**config.mk**
```make
export PLATFORM = sky130hd
export DESIGN_NAME = instr_sequencer
export DESIGN_NICKNAME = d
export VERILOG_FILES = /design/src/rtl/instr_sequencer.sv
export SDC_FILE = /design/constraint.sdc
export NUM_CORES = 1
export LEC_CHECK = 0
export CAP_MARGIN = 30
export CORE_ASPECT_RATIO = 1.1
export CORE_MARGIN = 2
export CORE_UTILIZATION = 38
export CTS_BUF_LIST = sky130_fd_sc_hd__clkbuf_8 sky130_fd_sc_hd__clkbuf_16
export DETAILED_ROUTE_END_ITERATION = 8
export PLACE_DENSITY_LB_ADDON = 0.2
export SYNTH_ARGS = -nofsm -noshare
export SYNTH_HDL_FRONTEND = slang
export SYNTH_SLANG_ARGS = --single-unit
```
**constraint.sdc**
```tcl
create_clock -name clk -period 2.3 [get_ports clk]
set_input_delay 0.345 -clock clk [delete_from_list [all_inputs] [get_ports clk]]
set_output_delay 0.345 -clock clk [all_outputs]
set_load 0.01 [all_outputs]
```
**src/rtl/instr_sequencer.sv**
```systemverilog
// instr_sequencer: multi-cycle fetch/decode/control FSM for the 8-bit accumulator datapath
module instr_sequencer #(
   parameter int PC_W = 8
) (
   input  logic            clk,
   input  logic            rst_n,
   input  logic            start,
   output logic [PC_W-1:0] imem_addr,
   input  logic [8:0]      imem_data,
   output logic            type_code,
   output logic [3:0]      r_op,
   output logic [2:0]      i_op,
   output logic [4:0]      imm,
   output logic [3:0]      reg_sel,
   input  logic [7:0]      op_val,
   output logic            sc_in,
   input  logic            sc_out,
   input  logic            branch,
   output logic            acc_we,
   output logic            acc_src,
   output logic            reg_we,
   output logic            dmem_req,
   output logic            dmem_we,
   input  logic            dmem_ack,
   output logic [PC_W-1:0] pc,
   output logic            done
);
   typedef enum logic [2:0] {IDLE, FETCH, EXEC, MEM, WB, HALT} stateT;
   stateT state, nextState;
   logic [8:0] ir;
   logic [PC_W-1:0] pcReg;
   logic scReg;
   logic isLw, isSw, isSet, isHalt, accWrite, scUpdate, takeJump;
   assign type_code = ir[8];
   assign r_op = ir[7:4];
   assign i_op = ir[7:5];
   assign imm = ir[4:0];
   assign reg_sel = ir[3:0];
   assign imem_addr = pcReg;
   assign pc = pcReg;
   assign sc_in = scReg;
   assign isLw = !ir[8] && ir[7:4] == 4'b1000;
   assign isSw = !ir[8] && ir[7:4] == 4'b1001;
   assign isSet = !ir[8] && ir[7:4] == 4'b1110;
   assign isHalt = ir[8] && ir[7:5] == 3'b111;
   assign accWrite = ir[8] ? (ir[7:5] <= 3'd5)
                           : (ir[7:4] <= 4'd8 || ir[7:4] == 4'd10 || ir[7:4] == 4'd11 || ir[7:4] == 4'd15);
   assign scUpdate = ir[8] ? (ir[7:6] == 2'b00) : (ir[7:5] == 3'b000);
   assign takeJump = !ir[8] && (ir[7:4] == 4'b1101 || (ir[7:4] == 4'b1100 && branch));
   always_comb begin
      nextState = state;
      acc_we = 1'b0;
      acc_src = 1'b0;
      reg_we = 1'b0;
      dmem_req = 1'b0;
      dmem_we = 1'b0;
      done = state == HALT;
      case (state)
         IDLE, HALT: nextState = start ? FETCH : state;
         FETCH: nextState = EXEC;
         EXEC: nextState = (isLw || isSw) ? MEM : isHalt ? HALT : WB;
         MEM: begin
            dmem_req = 1'b1;
            dmem_we = isSw;
            nextState = dmem_ack ? WB : MEM;
         end
         WB: begin
            acc_we = accWrite;
            acc_src = isLw;
            reg_we = isSet;
            nextState = FETCH;
         end
         default: nextState = IDLE;
      endcase
   end
   always_ff @(posedge clk or negedge rst_n)
      if (!rst_n) state <= IDLE;
      else state <= nextState;
   always_ff @(posedge clk or negedge rst_n) begin
      if (!rst_n) begin
         pcReg <= '0;
         scReg <= 1'b0;
         ir <= '0;
      end else begin
         if ((state == IDLE || state == HALT) && start) begin
            pcReg <= '0;
            scReg <= 1'b0;
         end
         if (state == FETCH) ir <= imem_data;
         if (state == WB) begin
            pcReg <= takeJump ? PC_W'(op_val) : pcReg + PC_W'(1);
            if (scUpdate) scReg <= sc_out;
         end
      end
   end
endmodule

```
Word-level counts from Yosys, hierarchy flattened
Cells that the tools add are included.

Register bits after elaboration: 21. Bits of input ports: 23. Output and inout bits: 40.

$add $sub $neg: 1. Order comparisons: 2. Equality and inequality tests: 15. Mux-type cells: 18. Reduce and logical (&&, ||, !) cells: 19.

Operators by type and width (number): 4-bit equality test, second input constant (8); 8-bit two-way mux (3); 3-bit case mux with 5 select lines (1); 1-bit two-way mux (11); 3-bit equality test, second input constant (3); 3-bit two-way mux (3); 8-bit by 1-bit adder with 8-bit output, second input constant (1); 1-bit logical AND (7); 3-bit by 2-bit equality test with 1-bit output, second input constant (2); 3-bit zero test (2); 1-bit logical OR (6); 4-bit less-or-equal comparator, second input constant (1); 3-bit by 1-bit equality test with 1-bit output, second input constant (1); 3-bit less-or-equal comparator, second input constant (1); 2-bit zero test (1); 2-bit inequality test, second input constant (1); 2-bit nonzero test (1); 2-bit OR reduction (1); 1-bit zero test (1).

Logic depth before layout (Yosys ltp)
Depth after elaboration: 6. Gate-level depth with buffers: 6. Mapped depth without buffers: 5.

Worst setup path after synthesis
Ideal clock, no wire load.

Kind: reg-to-output. Start point: register state[1]. End point: output port reg_we. Arrival: 1439 ps. Setup slack: 516 ps. Stages on the path, launching flop included: 5. Cells stage by stage: dfrtp_1 > or3b_1 > buf_2 > clkbuf_1 > nor3_1.

Cells in the longest elaborated chain, start to end: 2.

Ends and longest elaborated chain: from (decl) (line 29) `stateT state, nextState;`; from (signal assigned) (line 78) `else state <= nextState;`; 3-bit equality test (line 58) `case (state)`; 1-bit two-way mux (line 58); to (decl) (line 21) `output logic reg_we,`.

No other way between the ends.

Final worst setup path
Start point: register state[0]. End point: output port acc_we.

Cells in the longest elaborated chain, start to end: 2.

Ends and longest elaborated chain: 3-bit equality test (line 58); 1-bit two-way mux (line 58); to (decl) (line 19) `output logic acc_we,`.

No other way between the ends.

==> results.md <==
* DRC Markers at 0
* First-pass GRT wire length at approximately 5200 µm
* Yosys warnings at 0
* Detailed route wirelength on metal2 at around 1600 µm
* Share of layout cells above drive strength 1 at approximately a tenth
* Max Freq at roughly 460 MHz
* Yosys reg bits at 21
* Global placement routability congestion at ~0.76
* Power density cells at around 1100 nW/µm²
* Die ar. at between 3000 and 4000 µm²
* Slew margin rel. at 63.5%
* Final core occ at between 50% and 60%
* FF+latch area at between 500 and 600 µm²
* Number of flops mapped to enable cells by yosys at 0
* Post-synthesis net count at roughly 160
* Crit-path max FO at 5
* GR Util All Layers at roughly 17%
* Synth top cells by count: dfrtp_1, buf_4, o21ai_1
* Die height at 65.8 µm
* Count of different cell masters after synthesis at 38
* Final worst path period share at roughly 94%
* DR WL met3 at about 160 µm
* Cells on worst reg2reg path at 5
* Clock share of power at 10.7%
* RSZ-0062 raised after global routing: false
* Vias in the first global route at between 1k and 1.5k
* Ports at 63
* Clock root buffer master: clkbuf_8
* Core ar. at around 3300 µm²
* DR vias at 1168
* WP buf/inv at 1
* Reg power frac at between 20 and 30%
* Clk buf depth at 2
* Initial antenna violation count at 0
* Worst path slowest cell: clkdlybuf4s50_1
* Status: completed
* Largest stage delay on the critical path at ~0.56 ns
* Top sig layer: met4
* Port bufs at between 60 and 70
* Max-cap viol count at 0
* Num CTS Buffers at 3
* Die Wd at ~60 µm
* Multi-input gate area at 629 µm²
* Post-synth top area share at roughly two fifths
* Stages on the worst setup path at 3
* CP delay by family, top: buffers and inverters
* Worst endpoint required time at 1.96 ns
* Top cells by area, synth: dfrtp_1, buf_4, mux2i_1, mux2_1, o21ai_1
* Ys flop type: dfrtp_1
* Logic pwr share at 59.6%
* Post-Syn Instances at between 100 and 150
* HPWL Detailed at 2440 µm
* Pwr Total at approximately 0.0022 W
* Final global-route overflow total at 0
* CP Class: reg -> out
* DR WL/cell at ~13 µm
* Final #Nets at roughly 210
* Seq/Total Area, Yosys at approximately two fifths
* Fin. Hold Viols at 0
* Post-synth ARST share at 100%
* Tightest Pin Transition at 0.545 ns
* Avg Inst Size Synth at about 10 µm²
* Hold WS at ~0.42 ns
* Arr. time, crit path at 1.83 ns
* Top-count cell post-synth: dfrtp_1
* Largest net degree at the start of global routing at 22
* Clock skew at 0.00436 ns
* Clock Latency Late Sink at roughly 0.26 ns
* Met1 Wirelength at between 1000 and 1500 µm
* Largest area contributor in the netlist: dfrtp_1
* H-tree depth at 1
* Final worst setup slack at 0.128 ns
* CP Cell Sequence: or3b_1 > a21oi_1 > clkdlybuf4s50_1
* Final min period at ~2.2 ns
* Worst Hold Class: in -> async
* DRT iter0 DRCs at 28
* Routed WL at between 3000 and 4000 µm
* Antenna viol nets, final at 0
* Switching pwr at 0.000886 W
* Via density at around 4.9
* CTS tree: built
* CTS sink cnt at 21
* Fillers at 308
* Fin. max-slew vios at 0
* Sw frac at roughly two fifths
* Power Internal at 0.00135 W
* Crit start category: flip-flop
* Initial Util at 39.6%
* Worst IR drop on VDD at ~650 µV
* Inserted Diodes at 0
* Clock transition at the registers of the reported paths at 0.08 ns
* Setup TNS at 0 ns
* Crit end category: output port
* Syn Std Cell Area at approximately 1300 µm²
* Pleak at ~0.83 nW
* Pre-antenna DRT Iters at 4
* FP Rows at 22
* Synth-to-layout area growth at 49.5%
* Final setup viols at 0
* Dpl ws at approximately 0.17 ns
## flip-flops by register name (all words and copies together), names as in the netlist
signal and flops:
ir 9, imem_addr 8, state 3, sc_in 1
## layer usage
layer | up-vias | GRT usage (%)
li1 | 573 | -
met3 | 2 | 2.36
met4 | 0 | 5.83
met5 | - | 0
met1 | 556 | 22.8
met2 | 37 | 27.6
## per-stage QoR
stage               instance area, µm²  std cells
floorplan                         1320        135
global placement                  1910        231
detailed placement                1910        231
CTS                               1960        236
global route                      1970        236
finish                            1970        236
## final cells by class
class,count,share of cell area (%)
well taps,48,3.05
repair buffers,70,34.8
clock inverters,1,0.191
multi-input cells,87,32.0
flip-flops and latches,21,26.8
clock buffers,3,2.10
inverters,6,1.14
## worst register-to-register path, stage by stage (launching register included)
cell and delay (ns):
dfrtp_2 0.45, or3b_4 0.40, buf_4 0.17, nor2_8 0.21
mux2i_1 0.23, o21ai_1 0.08
## kinds of logic after synthesis
family | share of synthesized area (%)
AOI/OAI and AO/OA | 17.0
xor gates and xnor gates | 0.665
adders and majority gates | 0.950
buffers and inverters | 12.5
DFF | 39.9
muxes | 12.1
and+or+nand+nor | 16.9
## timing repair
action,4_1_cts,5_1_grt
pin swaps,1,0
buffers inserted,1,0
resized for setup,2,5
hold buffers,0,0
endpoints found under the setup margin,2,3
## power groups by stage
stage,combinational (W),sequential [W],clock [W]
final,0.00133,0.000664,0.000238
after global routing,0.00145,0.000693,0.000268
after CTS,0.00135,0.000661,0.000247
after detailed placement,0.00133,0.000665,0
after global placement,0.00131,0.000651,0
after floorplan,0.000738,0.000704,0
## worst paths after layout
check	slack, ns	startpoint	endpoint
worst max-delay path	0.13	state[0]	acc_we
worst min register to register	0.52	ir[2]	ir[2]
worst min-delay path	0.42	rst_n	imem_addr[5]
worst max register to register	0.65	ir[8]	imem_addr[1]
max in group asynchronous	1.64	rst_n	ir[8]
min in group clk	0.52	ir[2]	ir[2]
## cell usage in the layout (no fill, tap or decap), drive strengths merged
master,count
a2111oi,1
a211oi,1
a21o,1
a21oi,3
a31oi,1
and3,3
buf,8
clkbuf,3
clkdlybuf4s50,59
dfrtp,21
dlygate4sd2,1
dlymetal6s2s,2
ha,1
inv,7
mux2,7
mux2i,8
nand2,7
nand2b,2
nand3,4
nand4,2
nor2,7
nor2b,3
nor3,3
nor3b,2
nor4,1
nor4b,1
o211ai,1
o21ai,14
o21bai,1
o22ai,2
o2bb2ai,6
o31ai,1
or3,1
or3b,2
xor2,1
Note: power is estimated with default switching activity, not from simulation.
